## src/rtl/carry_look_4b.sv

```systemverilog
// carry_look_4b: registered 4-bit carry-lookahead adder/subtractor slice.
// Computes a + (sub ? ~b : b) + c with flat sum-of-products carries and
// exports carry-out, signed overflow and group propagate/generate for cascading.
module carry_look_4b (
  input  logic       clk,
  input  logic       rst,
  input  logic [3:0] a,
  input  logic [3:0] b,
  input  logic       c,
  input  logic       sub,
  output logic [3:0] r,
  output logic       co,
  output logic       ovf,
  output logic       pg,
  output logic       gg
);

  localparam int unsigned W = 4;

  logic [W-1:0] bx;
  logic [W-1:0] p;
  logic [W-1:0] g;
  logic [W:0]   cy;
  logic [W-1:0] sum;
  logic         pg_n;
  logic         gg_n;

  // Operand prep, per-bit terms and flat lookahead carries (no ripple).
  always_comb begin
    bx = sub ? ~b : b;
    p  = a ^ bx;
    g  = a & bx;

    cy    = '0;
    cy[0] = c;
    cy[1] = g[0] | (p[0] & c);
    cy[2] = g[1] | (p[1] & g[0]) | (p[1] & p[0] & c);
    cy[3] = g[2] | (p[2] & g[1]) | (p[2] & p[1] & g[0]) | (p[2] & p[1] & p[0] & c);
    cy[4] = g[3] | (p[3] & g[2]) | (p[3] & p[2] & g[1]) | (p[3] & p[2] & p[1] & g[0])
          | (p[3] & p[2] & p[1] & p[0] & c);

    sum  = p ^ cy[W-1:0];

    // Group terms are independent of carry-in so a second-level unit can use them.
    pg_n = &p;
    gg_n = g[3] | (p[3] & g[2]) | (p[3] & p[2] & g[1]) | (p[3] & p[2] & p[1] & g[0]);
  end

  // Single output register stage; reset wins over the data load.
  always_ff @(posedge clk) begin
    if (rst) begin
      r   <= '0;
      co  <= 1'b0;
      ovf <= 1'b0;
      pg  <= 1'b0;
      gg  <= 1'b0;
    end else begin
      r   <= sum;
      co  <= cy[4];
      ovf <= cy[4] ^ cy[3];
      pg  <= pg_n;
      gg  <= gg_n;
    end
  end

endmodule

```

## config.mk

```make
export PLATFORM = sky130hd
export DESIGN_NAME = carry_look_4b
export DESIGN_NICKNAME = d
export VERILOG_FILES = /design/src/rtl/carry_look_4b.sv
export SDC_FILE = /design/constraint.sdc
export NUM_CORES = 1
export LEC_CHECK = 0
export BUFFER_PORTS_ARGS = -buffer_cell sky130_fd_sc_hd__buf_2
export CAP_MARGIN = 15
export CORE_AREA = 5 5 42 44
export CTS_CLUSTER_DIAMETER = 40
export CTS_CLUSTER_SIZE = 24
export DETAILED_ROUTE_END_ITERATION = 12
export DIE_AREA = 0 0 47 49
export SLEW_MARGIN = 20
export SYNTH_ARGS = -nofsm -noshare
export SYNTH_HDL_FRONTEND = slang
export SYNTH_SLANG_ARGS = --single-unit
```

## constraint.sdc

```tcl
create_clock -name clk -period 1.7 [get_ports clk]
set_input_delay 0.425 -clock clk [delete_from_list [all_inputs] [get_ports clk]]
set_output_delay 0.425 -clock clk [all_outputs]
set_load 0.1 [all_outputs]
```

-- Word-level counts from Yosys, hierarchy flattened
Index checks and enable logic that the tools add are counted.
- register bits: 8
- input port bits: 12
- output and inout port bits: 8
- logic and storage cells: 38
- multiplexer cells: 1
- bitwise logic cells: 31
- reductions and logical operators: 1
- operators with widths (cell ; count):
    1-bit bitwise AND ; 16
    1-bit OR ; 10
    4-bit bitwise XOR ; 2
    4-bit bitwise AND ; 1
    4-bit two-way mux ; 1
    4-bit inverter ; 1
    4-bit AND reduction ; 1
    1-bit bitwise XOR ; 1

-- Depth between registers and ports, before layout
Gate-level depths: netlist (run 1).
- word-level depth: 9
- mapped depth: 6

-- Worst setup path after synthesis (run 1)
Ideal clock, no wire load.
- path kind: in2reg
- start point: input sub
- end point: register ovf
- setup time: 124 ps
- arrival time: 1469 ps
- setup slack: 106 ps
- stages: 6
- cell sequence: xor2_1 > ha_1 > a211oi_2 > o21bai_2 > xnor2_1 > nor2_1
- cells in the longest elaborated chain, start to end: 8
- elaborated cells between the ends (all ways): 23
- RTL lines (element ; RTL line ; source):
    from (decl) ; 10 ; input logic sub,
    4-bit two-way mux (*) ; 30 ; bx = sub ? ~b : b;
    4-bit bitwise XOR or 4-bit bitwise AND (tied branches) ; 31, 32 ;
    1-bit bitwise AND, on equally long branches ; 39, 40 ;
    1-bit OR, or another cell as far along (2 in series) ; 39 ; cy[4] = g[3] | (p[3] & g[2]) | (p[3] & p[2] & g[1]) | (p[3] & p[2] & p[1] & g[0])
    1-bit OR or 1-bit bitwise AND (tied branches) ; 39, 40 ;
    1-bit OR ; 40 ; | (p[3] & p[2] & p[1] & p[0] & c);
    1-bit bitwise XOR (*) ; 60 ; ovf <= cy[4] ^ cy[3];
    to (signal assigned) ; 60 ;
    to (decl) ; 13 ; output logic ovf,
Mark *: on every way between the ends. The rest lies on a longest branch, timed or not.
A chain may end at the register's enable or synchronous reset.

-- Worst setup path in the final report (run 1)
Same ends and word-level chain as after synthesis.

==> results of run 1 <==
[timing repair]
item                       4_1_cts  5_1_grt
setup endpoints to repair        0        2
resized for setup                0        1
setup buffers                    0        0
[cells in the mapped netlist (2+ instances only)]
cell type and n:
nor2_1 7, xor2_1 5, inv_1 3, xnor2_1 2, dfxtp_1 8, ha_1 4, a21oi_1 2
[sequential cells by signal, indices dropped and copies added, names as in the netlist]
register  flops
co            1
r             4
ovf           1
pg            1
gg            1
[kinds of logic after synthesis]
kind of cell	Yosys count	share of synthesized area
and+or+nand+nor	11	0.123
DFF	8	0.367
buffers and inverters	4	0.0344
AOI/OAI and AO/OA	9	0.175
xor gates and xnor gates	7	0.140
adders and majority gates	5	0.160
[layer usage]
metal / part of all wire / vias to the layer above / wire length (um)
met4: 0 / 0 / 0
met5: 0 / - / 0
li1: - / 201 / -
met2: 0.49 / 15 / 412
met1: 0.41 / 150 / 342
met3: 0.099 / 0 / 83
[power groups by stage]
| stage | sequential, mW | clock, mW | combinational [mW] |
|---|---|---|---|
| after floorplan | 0.421 | 0 | 0.113 |
| after global placement | 0.223 | 0 | 0.387 |
| after CTS | 0.220 | 0.140 | 0.390 |
| final | 0.219 | 0.135 | 0.388 |
| after global routing | 0.223 | 0.159 | 0.414 |
| after detailed placement | 0.223 | 0 | 0.389 |
[stage by stage]
step                      setup slack (ns)  utilization  instance area (sq um)
after floorplan                      0.106            -                    437
after global placement             -0.0901        0.418                    586
after detailed placement            -0.123        0.418                    586
after CTS                            0.135        0.434                    608
after global routing                0.0158        0.439                    616
final                                0.137        0.439                    616
[layout make-up]
class / instances / area [sq um]
tap: 16 / 20.0
sequential: 8 / 160
fill: 143 / 786
timing repair buffer: 24 / 133
multi-input combinational: 32 / 269
inverter: 3 / 11.3
clock buffer: 3 / 22.5
[final timing paths]
kind	startpoint	end	depth (start not counted)
max	sub	ovf	7
min	rst	r[0]	2
==> flow_metrics.env, run 1 <==
export IMPL_status="finished clean"
export IMPL_dp_cells=83
export IMPL_timing_final_crit_share=0.919
export IMPL_syn_cell_area_sq_um=437
export IMPL_synth_area_top_cells="dfxtp_1, ha_1, xor2_1, nor2_1, fa_1"
export IMPL_track_usage=0.0812
export IMPL_htreeDepth=1
export IMPL_max_slew_margin=0.678
export IMPL_critical_path_slowest_cell="ha_1"
export IMPL_die_w_um=47
export IMPL_cts_buffers=3
export IMPL_path_max_fanout=4
export IMPL_crit_required_ns=1.84
export IMPL_async_reset_ff_frac=0
export IMPL_instances_no_fill=86
export IMPL_gr_usage_met3=0.0185
export IMPL_root_buffer="clkbuf_4"
export IMPL_critPathMaxStageDelay_ns=0.33
export IMPL_layout_common_cells="buf_2, dfxtp_1, nor2_1, buf_4"
export IMPL_peakVddDrop_v=0.000283
export IMPL_start_util=0.312
export IMPL_synth_seq_area_share=0.367
export IMPL_synth_top_area_share=0.367
export IMPL_crit_path_end_kind="flop"
export IMPL_rsz0062_at_grt="false"
export IMPL_worstMarginPinSlew_ns=0.486
export IMPL_place_gp_congestion=0.795
export IMPL_clockBufferDepth=2
export IMPL_path_cells="buf_2, xor2_2, ha_1, a211oi_2, o21bai_2, xnor2_1, nor2_1"
export IMPL_cp_top_family="compound AO/OA/AOI/OAI gates"
export IMPL_cts_tree="yes"
export IMPL_switching_share=0.464
export IMPL_firstDrtPassIters=3
export IMPL_pwr_share_clk=0.182
export IMPL_hold_viol_final=0
export IMPL_core_area_sq_um=1400
export IMPL_power_density_nw_per_um2=1210
export IMPL_die_h_um=49
export IMPL_gr_total_overflow=0
export IMPL_hp_class="input pin to flop"
export IMPL_ys_flop_type="dfxtp_1"
export IMPL_drtAntennaViolNets=0
export IMPL_critPathKind="input pin to flop"
export IMPL_wl_per_cell_um=9.73
export IMPL_cp_start_kind="input pin"
export IMPL_grt_use_met1=0.0929
export IMPL_io_pins=20
export IMPL_syn2layout_area_growth_pct=41.0
export IMPL_cts_hold_buf=0
export IMPL_drtIter0Drc=3
export IMPL_maxCapViolations=0
export IMPL_finalSetupViolCount=0
export IMPL_n_antenna_cell=0
export IMPL_viasPerCell=4.26
export IMPL_routed_wl_um=837
export IMPL_p_seq_frac=0.295
export IMPL_holdWs_ns=0.432
export IMPL_power_switching_mw=0.345
export IMPL_drc=0
export IMPL_use_met2=0.111
export IMPL_synthCells=44
export IMPL_via_count=366
export IMPL_grt_most_used_layer="met2"
export IMPL_grt_pass1_vias=352
export IMPL_portBuffers=19
export IMPL_ys_ff_latch=8
export IMPL_grt_max_degree=9
export IMPL_dieArea_sq_um=2300
export IMPL_rows=14
export IMPL_yosysTopAreaCell="dfxtp_1"
export IMPL_num_nets_final=89
export IMPL_yosysUniqueCellTypes=20
export IMPL_place_hpwl_um=744
export IMPL_yosys_warnings=0
export IMPL_antenna_found_initial=0
export IMPL_cp_num_buf_inv=1
export IMPL_synth_avg_cell_area_sq_um=9.92
export IMPL_drive_gt1_frac=0.457
export IMPL_period_minus_slack_ns=1.56
export IMPL_finalPower_mw=0.743
export IMPL_cts_sinks=8
export IMPL_p_comb_frac=0.523
export IMPL_path_clk_slew_ns=0.05
export IMPL_p_int_mw=0.398
export IMPL_grt_pass1_wl_um=1350
export IMPL_p_leak_nw=0.316
export IMPL_final_common_cell="buf_2"
export IMPL_syn_nets=61
export IMPL_final_max_slew_viol_count=0
export IMPL_cp_arrival_ns=1.70
export IMPL_fmax_ghz=0.640
export IMPL_tns_ns=0
export IMPL_synth_edf_count=0
No activity file was read; power rests on OpenSTA's default activity.
==> run 2, diff against run 1 <==
- CELL_PAD_IN_SITES_DETAIL_PLACEMENT: unset -> 0
- CELL_PAD_IN_SITES_GLOBAL_PLACEMENT: unset -> 1
- CORE_AREA: 5 5 42 44 -> unset
- CORE_MARGIN: unset -> 5
- CORE_UTILIZATION: unset -> 31
- DIE_AREA: 0 0 47 49 -> unset
- PLACE_DENSITY_LB_ADDON: unset -> 0.1
==> flow_metrics.env, run 2 (synthesized netlist as in run 1, its figures left out) <==
export IMPL_status="finished clean"
export IMPL_peakVddDrop_v=0.000398
export IMPL_start_util=0.331
export IMPL_place_ws_ns=-0.115
export IMPL_die_h_um=47.5
export IMPL_period_minus_slack_ns=1.56
export IMPL_place_gp_congestion=0.774
export IMPL_final_common_cell="buf_2"
export IMPL_hp_class="input pin to flop"
export IMPL_min_delay_start="rst"
export IMPL_final_max_slew_viol_count=0
export IMPL_root_buffer="clkbuf_4"
export IMPL_rsz0062_at_grt="false"
export IMPL_hold_depth=2
export IMPL_io_pins=20
export IMPL_dieArea_sq_um=2260
export IMPL_regMostFlops="r"
export IMPL_p_leak_nw=0.319
export IMPL_cts_resized=0
export IMPL_drtAntennaViolNets=0
export IMPL_crit_path_end_kind="flop"
export IMPL_htreeDepth=1
export IMPL_cts_buffers=3
export IMPL_cp_arrival_ns=1.70
export IMPL_grt_max_degree=9
export IMPL_maxCapViolations=0
export IMPL_die_w_um=47.5
export IMPL_place_hpwl_um=787
export IMPL_cts_tree="yes"
export IMPL_final_area_sq_um=614
export IMPL_postCtsSetupRepairBufs=0
export IMPL_multi_input_area_sq_um=262
export IMPL_timing_final_crit_share=0.920
export IMPL_n_fill_cell=147
export IMPL_path_clk_slew_ns=0.05
export IMPL_holdWs_ns=0.432
export IMPL_num_nets_final=90
export IMPL_viasPerCell=4.53
export IMPL_clockBufferDepth=2
export IMPL_layout_common_cells="buf_2, dfxtp_1, nor2_1, buf_4, xor2_1"
export IMPL_antenna_found_initial=0
export IMPL_track_usage=0.0861
export IMPL_tns_ns=0
export IMPL_cp_start_kind="input pin"
export IMPL_worstMarginPinSlew_ns=0.488
export IMPL_finalPower_mw=0.750
export IMPL_gr_total_overflow=0
export IMPL_rows=13
export IMPL_drtIter0Drc=1
export IMPL_instances_no_fill=86
export IMPL_grt_pass1_vias=341
export IMPL_drive_gt1_frac=0.451
export IMPL_crit_required_ns=1.83
export IMPL_power_density_nw_per_um2=1220
export IMPL_hold_end="r[0]"
export IMPL_portBuffers=19
export IMPL_core_area_sq_um=1320
export IMPL_grt_pass1_wl_um=1370
export IMPL_max_slew_margin=0.677
export IMPL_dp_cells=83
export IMPL_via_count=390
export IMPL_path_max_fanout=4
export IMPL_cts_sinks=8
export IMPL_routed_wl_um=896
export IMPL_n_antenna_cell=0
export IMPL_firstDrtPassIters=2
export IMPL_place_area_sq_um=592
export IMPL_fin_util=0.466
export IMPL_largest_reg_flops=4
export IMPL_wl_per_cell_um=10.4
export IMPL_regArea_sq_um=160
export IMPL_cts_hold_buf=0
export IMPL_critPathKind="input pin to flop"
export IMPL_finalSetupViolCount=0
export IMPL_layout_setup_ws_ns=0.136
export IMPL_fmax_ghz=0.640
export IMPL_drc=0
export IMPL_hold_viol_final=0
export IMPL_syn2layout_area_growth_pct=40.7
## run 2: final cells by class
cell class | instances | area share
Tap cell | 15 | 0.0305
Multi-Input combinational cell | 32 | 0.426
Inverter | 3 | 0.0183
Sequential cell | 8 | 0.261
Timing Repair Buffer | 25 | 0.228
Clock buffer | 3 | 0.0367
## run 2: critical path, stage by stage
cell      delay [ns]
buf_2           0.13
xor2_1          0.18
ha_1            0.34
a211oi_2        0.29
o21bai_2        0.13
xnor2_1         0.16
nor2_1          0.05
## run 2: worst max-delay path by stage
| stage | start | depth (start not counted) | to |
|---|---|---|---|
| floorplan | sub | 6 | ovf |
| global placement | sub | 7 | ovf |
| detailed placement | sub | 7 | ovf |
| CTS | sub | 7 | ovf |
| global route | sub | 7 | ovf |
| finish | sub | 7 | ovf |
## run 2: per-layer routing
| layer | global-route usage | vias to the layer above | wire, um |
|---|---|---|---|
| met4 | 0.0645 | 0 | 0 |
| met5 | 0 | - | 0 |
| met2 | 0.139 | 18 | 385 |
| met1 | 0.101 | 169 | 379 |
| li1 | - | 203 | - |
| met3 | 0.0150 | 0 | 131 |
## run 2: power by group
group	switching [mW]	internal, mW	total, mW
Combinational	0.288	0.107	0.395
Sequential	0.00486	0.215	0.220
Clock	0.0556	0.0802	0.136
